`config.mk`:
```
export PLATFORM = sky130hd
export DESIGN_NAME = dynamic_led_scan
export DESIGN_NICKNAME = d
export VERILOG_FILES = /design/src/rtl/led_pkg.sv /design/src/rtl/seg7_hex_decode.sv /design/src/rtl/dynamic_led_scan.sv
export SDC_FILE = /design/constraint.sdc
export NUM_CORES = 1
export LEC_CHECK = 0
export ABC_AREA = 0
export BUFFER_PORTS_ARGS = -buffer_cell sky130_fd_sc_hd__buf_2
export CORE_ASPECT_RATIO = 0.75
export CORE_UTILIZATION = 35
export DETAILED_ROUTE_END_ITERATION = 7
export GPL_TIMING_DRIVEN = 0
export PLACE_DENSITY_LB_ADDON = 0.2
export SYNTH_ARGS = -nofsm -noshare
export SYNTH_HDL_FRONTEND = slang
export SYNTH_HIERARCHICAL = 1
export SYNTH_SLANG_ARGS = --single-unit
export TNS_END_PERCENT = 30
```
`constraint.sdc`:
```
create_clock -name Clk -period 4.98 [get_ports Clk]
set_input_delay 1.494 -clock Clk [delete_from_list [all_inputs] [get_ports Clk]]
set_output_delay 1.494 -clock Clk [all_outputs]
set_load 0.005 [all_outputs]
```
`src/rtl/led_pkg.sv`:
```
// Shared constants for the 7-segment display path: segment bit positions,
// the hex glyph table and the digit-index width helper.
package led_pkg;

  // Segment bit positions inside the 8-bit segment bus
  localparam int SEG_A  = 0;
  localparam int SEG_B  = 1;
  localparam int SEG_C  = 2;
  localparam int SEG_D  = 3;
  localparam int SEG_E  = 4;
  localparam int SEG_F  = 5;
  localparam int SEG_G  = 6;
  localparam int SEG_DP = 7;

  // Hex glyphs 0..F, bit 6 = g down to bit 0 = a, active-high
  localparam logic [6:0] SEG_HEX [16] = '{
    7'h3F, 7'h06, 7'h5B, 7'h4F, 7'h66, 7'h6D, 7'h7D, 7'h07,
    7'h7F, 7'h6F, 7'h77, 7'h7C, 7'h39, 7'h5E, 7'h79, 7'h71
  };

  // Width of a digit index; never narrower than one bit
  function automatic int idx_width(input int n);
    if (n <= 2) begin
      return 1;
    end else begin
      return $clog2(n);
    end
  endfunction

endpackage

```
`src/rtl/seg7_hex_decode.sv`:
```
// Combinational nibble-to-segment decoder. Output is active-high; a blanked
// digit keeps its decimal point so dp-only digits remain possible.
module seg7_hex_decode
  import led_pkg::*;
(
  input  logic [3:0] nibble,
  input  logic       dp,
  input  logic       blank,
  output logic [7:0] seg
);

  logic [6:0] glyph_s;

  // Look up the glyph, force a..g off when blanked, then place every bit
  always_comb begin
    glyph_s = 7'h00;
    seg     = 8'h00;
    if (blank) begin
      glyph_s = 7'h00;
    end else begin
      glyph_s = SEG_HEX[nibble];
    end
    seg[SEG_A]  = glyph_s[0];
    seg[SEG_B]  = glyph_s[1];
    seg[SEG_C]  = glyph_s[2];
    seg[SEG_D]  = glyph_s[3];
    seg[SEG_E]  = glyph_s[4];
    seg[SEG_F]  = glyph_s[5];
    seg[SEG_G]  = glyph_s[6];
    seg[SEG_DP] = dp;
  end

endmodule

```
`src/rtl/dynamic_led_scan.sv`:
```
// Multiplexed 7-segment display driver: prescaled digit scan, tear-free
// double-buffered data, PWM brightness, leading-zero blanking and
// configurable output polarity.
module dynamic_led_scan #(
  parameter int DIGITS      = 4,
  parameter int PRE_W       = 16,
  parameter int BRIGHT_W    = 3,
  parameter bit SEG_ACT_LOW = 1'b0,
  parameter bit SL_ACT_LOW  = 1'b1
) (
  input  logic                  Clk,
  input  logic                  Reset,
  input  logic [4*DIGITS-1:0]   Dat_in,
  input  logic [DIGITS-1:0]     Dp_in,
  input  logic                  Load,
  input  logic                  Lz_suppress,
  input  logic [BRIGHT_W-1:0]   Brightness,
  output logic [7:0]            Seg,
  output logic [DIGITS-1:0]     Sl,
  output logic                  Frame_done
);

  import led_pkg::*;

  localparam int IDX_W = idx_width(DIGITS);
  localparam logic [7:0]        SEG_OFF = SEG_ACT_LOW ? 8'hFF : 8'h00;
  localparam logic [DIGITS-1:0] SL_OFF  = SL_ACT_LOW ? {DIGITS{1'b1}} : {DIGITS{1'b0}};

  logic [PRE_W-1:0]    prescaler_r;
  logic [IDX_W-1:0]    idx_r;
  logic [4*DIGITS-1:0] shadow_dat_r;
  logic [DIGITS-1:0]   shadow_dp_r;
  logic                pending_r;
  logic [4*DIGITS-1:0] active_dat_r;
  logic [DIGITS-1:0]   active_dp_r;
  logic [7:0]          seg_r;
  logic [DIGITS-1:0]   sl_r;
  logic                frame_done_r;

  logic                tick_s;
  logic                last_digit_s;
  logic                boundary_s;
  logic                pwm_on_s;
  logic [3:0]          nibble_s;
  logic                dp_s;
  logic                blank_s;
  logic                zero_run_s;
  logic [DIGITS-1:0]   sel_s;
  logic [7:0]          pattern_s;

  assign tick_s       = &prescaler_r;
  assign last_digit_s = (idx_r == IDX_W'(DIGITS - 1));
  assign boundary_s   = tick_s && last_digit_s;
  // The top code can never be below Brightness, so each slot ends dark
  assign pwm_on_s     = (prescaler_r[PRE_W-1 -: BRIGHT_W] < Brightness);

  // Free-running prescaler and digit index that advances on each tick
  always_ff @(posedge Clk or posedge Reset) begin
    if (Reset) begin
      prescaler_r <= '0;
      idx_r       <= '0;
    end else begin
      prescaler_r <= prescaler_r + PRE_W'(1'b1);
      if (tick_s) begin
        idx_r <= last_digit_s ? '0 : idx_r + IDX_W'(1'b1);
      end else begin
        idx_r <= idx_r;
      end
    end
  end

  // Double buffer: capture into shadow, promote to active only at frame wrap
  always_ff @(posedge Clk or posedge Reset) begin
    if (Reset) begin
      shadow_dat_r <= '0;
      shadow_dp_r  <= '0;
      pending_r    <= 1'b0;
      active_dat_r <= '0;
      active_dp_r  <= '0;
    end else if (Load && boundary_s) begin
      active_dat_r <= Dat_in;
      active_dp_r  <= Dp_in;
      pending_r    <= 1'b0;
    end else if (Load) begin
      shadow_dat_r <= Dat_in;
      shadow_dp_r  <= Dp_in;
      pending_r    <= 1'b1;
    end else if (boundary_s && pending_r) begin
      active_dat_r <= shadow_dat_r;
      active_dp_r  <= shadow_dp_r;
      pending_r    <= 1'b0;
    end else begin
      pending_r    <= pending_r;
    end
  end

  // Select the current digit's nibble/dp and decide leading-zero blanking
  always_comb begin
    nibble_s   = 4'h0;
    dp_s       = 1'b0;
    blank_s    = 1'b0;
    zero_run_s = 1'b1;
    sel_s      = '0;
    for (int i = DIGITS - 1; i >= 0; i--) begin
      zero_run_s = zero_run_s && (active_dat_r[4*i +: 4] == 4'h0);
      if (idx_r == IDX_W'(i)) begin
        nibble_s = active_dat_r[4*i +: 4];
        dp_s     = active_dp_r[i];
        sel_s[i] = 1'b1;
        blank_s  = Lz_suppress && zero_run_s && (i != 0);
      end else begin
        sel_s[i] = 1'b0;
      end
    end
  end

  seg7_hex_decode u_decode (
    .nibble (nibble_s),
    .dp     (dp_s),
    .blank  (blank_s),
    .seg    (pattern_s)
  );

  // Registered outputs with polarity applied before the flop
  always_ff @(posedge Clk or posedge Reset) begin
    if (Reset) begin
      seg_r        <= SEG_OFF;
      sl_r         <= SL_OFF;
      frame_done_r <= 1'b0;
    end else begin
      frame_done_r <= boundary_s;
      if (pwm_on_s) begin
        seg_r <= pattern_s ^ SEG_OFF;
        sl_r  <= sel_s ^ SL_OFF;
      end else begin
        seg_r <= SEG_OFF;
        sl_r  <= SL_OFF;
      end
    end
  end

  assign Seg        = seg_r;
  assign Sl         = sl_r;
  assign Frame_done = frame_done_r;

endmodule
```
==> impl_metrics.json, run 1 <==
{
  "fin_setup_tns_ps": 0,
  "drtAntennaViolNets": 0,
  "layout_setup_ws_ps": 1700,
  "initial_core_util": 0.366,
  "crit_chain": "inv_1 -> ha_1 -> clkbuf_1 -> nor2b_1 -> a221oi_1 -> o31ai_1 -> inv_1 -> ha_1 -> inv_1 -> mux4_2 -> nor2_1 -> and2_1",
  "finalNetCount": 413,
  "worst_path_most_repeated_cell": "inv_1",
  "worstPathArrival_ps": 3550,
  "cts_tree": "built",
  "drive_gt1_frac": 0.265,
  "dp_hpwl_um": 5280,
  "rows": 31,
  "crit_slowest_cell": "o31ai_1",
  "synth.most_common_cell": "dfrtp_1",
  "cap_violations": 0,
  "reg2reg_slack_ps": 1700,
  "synth_top_area_share": 0.473,
  "io-pin-count": 40,
  "yosysSeqAreaShare": 0.502,
  "drc": 0,
  "setup_viol": 0,
  "grt_pass1_wl_um": 12800,
  "drt_wl_total_um": 7500,
  "syn_avg_cell_area_sq_um": 11.2,
  "track_usage": 0.154,
  "syn_area_sq_um": 3600,
  "yosys.cell_types.count": 44,
  "cts_root_buf": "clkbuf_16",
  "via_count": 2627,
  "critPathKind": "reg -> reg",
  "grt_pass1_vias": 2514,
  "htreeDepth": 3,
  "synth-edff-count": 0,
  "post_cts_buffers": 0,
  "ir_worst_vdd_v": 0.000158,
  "vias_per_cell": 5.15,
  "min_path_type": "reg -> reg",
  "totalPowerFinal_uw": 1320,
  "crit_required_ps": 5250,
  "drt_iter0_drc": 174,
  "critPathMaxStageDelay_ps": 630,
  "synthTopCellsByArea": "dfrtp_1 47%, mux2_4 8.4%, a21oi_1 4.6%",
  "skew_ps": 6.29,
  "wl_per_cell_um": 14.7,
  "netlist.top_cell.by_area": "dfrtp_1",
  "synth_flop_cell": "dfrtp_1",
  "worst_setup_hold_path_clk_slew_ps": 50,
  "place.gp.congestion": 0.839,
  "clockBufferDepth": 2,
  "rsz0062_at_grt": "no",
  "yosysWarnings": 6,
  "p_per_area_nw_per_um2": 310,
  "synthCells": 322,
  "critPathLaunchType": "flip-flop",
  "synth_commonest_cells": "68 x dfrtp_1, 33 x a21oi_1, 25 x nand2_1, 20 x mux2_4, 20 x nand3_1",
  "fillerInstances": 921,
  "core_area_sq_um": 9810,
  "outcome": "completed",
  "grt_max_degree": 73,
  "grt_antenna_before_repair": 0,
  "final_hold_viol_count": 0,
  "slew_headroom": 0.463,
  "seqCellArea_sq_um": 1810,
  "cts_resized": 0,
  "syn_nets": 362,
  "multi_input_area_sq_um": 1590,
  "overflow": 0,
  "cts_sinks": 72,
  "dp_slack_ps": 1740,
  "die_w_um": 119,
  "diodes": 0,
  "die-area_sq_um": 10700,
  "worstPathMaxFanout": 10,
  "port_buffers": 39,
  "worst_setup_path_end_kind": "flip-flop",
  "die_y_um": 89.8,
  "async_flop_share": 1.00,
  "area_growth_pct": 18.9,
  "finalCritPeriodShare": 0.658,
  "cts-hold-fix-buffers": 0,
  "synth-seq-cells": 72,
  "p_leak_uw": 0.00191,
  "numCtsBuffers": 9,
  "drtPass1Iterations": 5,
  "clock.fmax_ghz": 0.305,
  "finalCriticalPeriod_ps": 3280,
  "worst_pin_slew_ps": 797,
  "maxSlewViolCount": 0,
  "clock_latency_ps": 330
}
==> final cells by class <==
type,instances,area share
Multi-Input combinational cell,218,0.373
Clock inverter,6,0.0140
Tap cell,132,0.0386
Timing Repair Buffer,40,0.0521
Clock buffer,10,0.0536
Buffer,18,0.0331
Inverter,14,0.0132
Sequential cell,72,0.423
==> metal layers <==
metal | vias to the layer above | share of wire | global-route usage
met5 | - | 0 | 0
met1 | 1287 | 0.55 | 0.245
met3 | 12 | 0.053 | 0.0438
li1 | 1265 | - | -
met4 | 0 | 0.011 | 0.0506
met2 | 63 | 0.39 | 0.191
==> power by group <==
part	leakage, uW	total (uW)	switching (uW)	internal (uW)
Clock	0.000138	622	238	385
Sequential	0.000855	615	9.85	605
Combinational	0.000913	87.1	40.2	46.9
Total	0.00191	1320	288	1040
==> cell families after synthesis <==
family	Yosys count	share of synthesized area
buffers and inverters	32	0.0543
and+or+nand+nor	95	0.142
adders and majority gates	13	0.0452
muxes	24	0.0988
AOI/OAI and AO/OA	72	0.124
DFF	72	0.502
xor gates and xnor gates	14	0.0341
==> state kept, by name (all words and copies together), names as in the netlist <==
signal and flops:
pending_r 1, prescaler_r 16, shadow_dat_r 16, shadow_dp_r 4, idx_r 2, active_dat_r 16, active_dp_r 4, Sl 4
Frame_done 1, Seg 8
==> final timing paths <==
path	from	endpoint	cells after the start
min reg2reg	prescaler_r[0]	prescaler_r[0]	1
max	idx_r[0]	Seg[3]	12
max in group asynchronous	Reset	Sl[0]	3
min	prescaler_r[0]	prescaler_r[0]	1
min in group asynchronous	Reset	prescaler_r[15]	3
max reg2reg	idx_r[0]	Seg[3]	12
==> layout by cell type, fill, tap and decap left out, types with 3 or more instances in the layout <==
cell	count
a211oi_1	5
a21oi_1	33
a221oi_1	3
a32oi_1	7
and2_1	8
buf_2	42
buf_6	4
clkbuf_1	8
clkbuf_16	9
clkinv_2	4
dfrtp_1	68
dfstp_2	4
ha_1	13
inv_1	12
mux2_4	20
nand2_1	25
nand3_1	20
nand4_1	6
nor2_1	12
nor2b_1	6
nor4_1	4
o21ai_0	5
o22ai_1	13
o31ai_1	3
xnor2_1	11
xor2_1	3
==> critical path: cells and delay by family, from the launching register on <==
family / cells / cell delay (ps)
adders and majority gates: 2 / 520
buffers and inverters: 4 / 520
AOI/OAI and AO/OA: 2 / 790
DFF: 1 / 410
muxes: 1 / 440
and+or+nand+nor: 3 / 520
==> per-stage QoR <==
step,util,area [sq um],cells,hold slack [ps]
floorplan,-,3600,322,437
global placement,0.403,3960,493,457
detailed placement,0.406,3990,494,464
CTS,0.436,4280,510,472
global route,0.436,4280,510,514
finish,0.436,4280,510,465
(Power assumes the default switching activity.)
==> run 2: changes to the inputs <==
Settings changed: ABC_AREA 0 to 1.
Clock period 4.98 ns to 3.3 ns, I/O delays scaled along.
==> run 2 against run 1 <==
Effect of this change: flip-flop and latch count is the same; clock skew grew 1.6 ps; maximum frequency grew 10%; via count grew 19%; cell area grew 7.7%; power grew 70%; die area grew 6.6%; critical endpoint unchanged.
==> impl_metrics.json, run 2 <==
{
  "outcome": "completed",
  "initial_core_util": 0.366,
  "via_count": 3124,
  "setup_viol": 0,
  "worst_pin_slew_ps": 616,
  "yosysWarnings": 6,
  "drtAntennaViolNets": 0,
  "internal-power_uw": 1790,
  "die_y_um": 92.7,
  "switching_share": 0.206,
  "critPathLaunchType": "flip-flop",
  "finalCriticalPeriod_ps": 2970,
  "final_hold_viol_count": 0,
  "area_growth_pct": 20.0,
  "cts_sinks": 72,
  "cts_root_buf": "clkbuf_16",
  "numCtsBuffers": 9,
  "rsz0062_at_grt": "no",
  "grt_pass1_vias": 3075,
  "dp_hpwl_um": 6040,
  "slew_headroom": 0.585,
  "die-area_sq_um": 11400,
  "cap_violations": 0,
  "vias_per_cell": 4.55,
  "clockBufferDepth": 2,
  "fin_setup_tns_ps": 0,
  "power_frac_comb": 0.052,
  "grt_antenna_before_repair": 0,
  "critPathKind": "reg -> reg",
  "maxSlewViolCount": 0,
  "ir_worst_vdd_v": 0.000209,
  "drt_iter0_drc": 142,
  "skew_ps": 7.89,
  "finalNetCount": 586,
  "seqCellArea_sq_um": 1810,
  "die_w_um": 123,
  "rows": 32,
  "p_leak_uw": 0.00251,
  "syn_nets": 535,
  "layout_setup_ws_ps": 332,
  "diodes": 0,
  "reg_top3": "active_dat_r x16, prescaler_r x16, shadow_dat_r x16",
  "cts-hold-fix-buffers": 0,
  "place.gp.congestion": 0.826,
  "synth_top_area_share": 0.443,
  "crit_chain": "inv_1 -> ha_1 -> clkbuf_1 -> nor2_1 -> nand2_1 -> nand2_1 -> o21ai_0 -> o21ai_0 -> inv_1 -> ha_1 -> nand3b_1 -> nand3_1 -> nor2_1 -> inv_1 -> nor2_1",
  "grt_max_degree": 49,
  "hold_depth": 1,
  "port_buffers": 39,
  "syn_area_sq_um": 3840,
  "htreeDepth": 3,
  "synthTopCellsByArea": "dfrtp_1 44%, nand2_1 17%, nor2_1 5.5%",
  "p_clk_frac": 0.539,
  "crit_required_ps": 3510,
  "wl_per_cell_um": 12.1,
  "dpl.cell_count": 671,
  "drive_gt1_frac": 0.187,
  "final_cell_count_no_fill": 687,
  "fillerInstances": 1094,
  "drtPass1Iterations": 4,
  "clock.fmax_ghz": 0.337,
  "dp_slack_ps": 370,
  "track_usage": 0.167,
  "async_flop_share": 1.00,
  "fin_util": 0.439,
  "min_path_type": "reg -> reg",
  "switchingPower_uw": 463,
  "r2r-start": "idx_r[0]",
  "min_to": "prescaler_r[0]",
  "critPathMaxStageDelay_ps": 500,
  "synth.most_common_cell": "nand2_1",
  "drc": 0,
  "yosysSeqAreaShare": 0.471,
  "synthCells": 495,
  "grt_pass1_wl_um": 14600,
  "min-delay-start": "prescaler_r[0]",
  "crit_buf_inv": 4,
  "synth-seq-cells": 72,
  "sequentialPowerShare": 0.409,
  "cts_tree": "built",
  "layout_common_cells": "174 x nand2_1, 68 x dfrtp_1, 56 x nor2_1",
  "synth_commonest_cells": "174 x nand2_1, 68 x dfrtp_1, 56 x nor2_1, 50 x inv_1, 34 x nand3_1",
  "reg2reg_slack_ps": 330,
  "overflow": 0,
  "finalCritPeriodShare": 0.899,
  "final_common_cell": "nand2_1",
  "worst_setup_hold_path_clk_slew_ps": 60,
  "netlist.top_cell.by_area": "dfrtp_1",
  "yosys.cell_types.count": 27,
  "hold_slack_ps": 452,
  "r2r-end": "Seg[3]",
  "crit_slowest_cell": "o21ai_0",
  "worstPathMaxFanout": 8,
  "multi_input_area_sq_um": 1710,
  "clock_latency_ps": 340,
  "io-pin-count": 40,
  "synth-edff-count": 0,
  "rr_worst_depth": 15,
  "synth_flop_cell": "dfrtp_1",
  "cp_top_family": "simple AND/OR/NAND/NOR gates",
  "p_per_area_nw_per_um2": 489,
  "worst_setup_path_end_kind": "flip-flop",
  "syn_avg_cell_area_sq_um": 7.75,
  "drt_wl_total_um": 8290,
  "worstPathArrival_ps": 3180,
  "core_area_sq_um": 10500
}
run 2: changes by cell type in the layout (fill, tap and decap cells not counted), sizes merged, moves of 12 or more:
cell | previous run | this run
a21oi | 33 | 7
inv | 13 | 51
mux2 | 22 | 0
nand2 | 26 | 177
nand3 | 20 | 36
nor2 | 12 | 81
o21ai | 5 | 17
o22ai | 13 | 0
run 2: kinds of logic (layout without fill, tap and decap cells):
kind of cell / Yosys count / in the layout / share of synthesized area
compound gates: 26 / 26 / 0.0349
xor+xnor: 12 / 12 / 0.0274
fa+ha+maj: 13 / 13 / 0.0424
buf+inv: 70 / 126 / 0.0844
flops: 72 / 72 / 0.471
simple gates: 302 / 302 / 0.340
run 2: cell type report:
type | instances | area share
Clock inverter | 5 | 0.0277
Buffer | 19 | 0.0288
Clock buffer | 11 | 0.0527
Sequential cell | 72 | 0.392
Timing Repair Buffer | 40 | 0.0484
Inverter | 51 | 0.0421
Tap cell | 136 | 0.0370
Multi-Input combinational cell | 353 | 0.371
run 2: how the worst max path moves through the flow:
stage | start | endpoint | slack, ps | cells after the start
after floorplan | Reset | Frame_done | 490 | 1
after global placement | Reset | shadow_dat_r[14] | -470 | 2
after detailed placement | idx_r[0] | Seg[3] | 370 | 15
after CTS | idx_r[0] | Seg[3] | 350 | 15
after global routing | idx_r[0] | Seg[1] | 20 | 15
final | idx_r[0] | Seg[3] | 330 | 15
run 2: per-layer routing:
layer | share of wire | global-route usage
met5 | 0 | 0
met4 | 0.014 | 0.0579
met3 | 0.042 | 0.0431
met2 | 0.44 | 0.246
met1 | 0.51 | 0.235
run 2: through the flow:
step                total power, uW  instance area (sq um)
floorplan                      1010                   3840
global placement               1050                   4200
detailed placement             1050                   4230
CTS                            2280                   4600
global route                   2340                   4600
finish                         2250                   4600
run 2: power by group through the flow:
| stage | registers [uW] | logic [uW] | clock network (uW) |
|---|---|---|---|
| floorplan | 934 | 72.7 | 0 |
| global placement | 936 | 112 | 0 |
| detailed placement | 936 | 119 | 0 |
| CTS | 920 | 120 | 1240 |
| global route | 923 | 138 | 1280 |
| finish | 921 | 116 | 1210 |
run 2: what timing repair did:
action | 4_1_cts | 5_1_grt
buffers inserted | 0 | 0
resized for setup | 0 | 1
setup endpoints to repair | 0 | 2
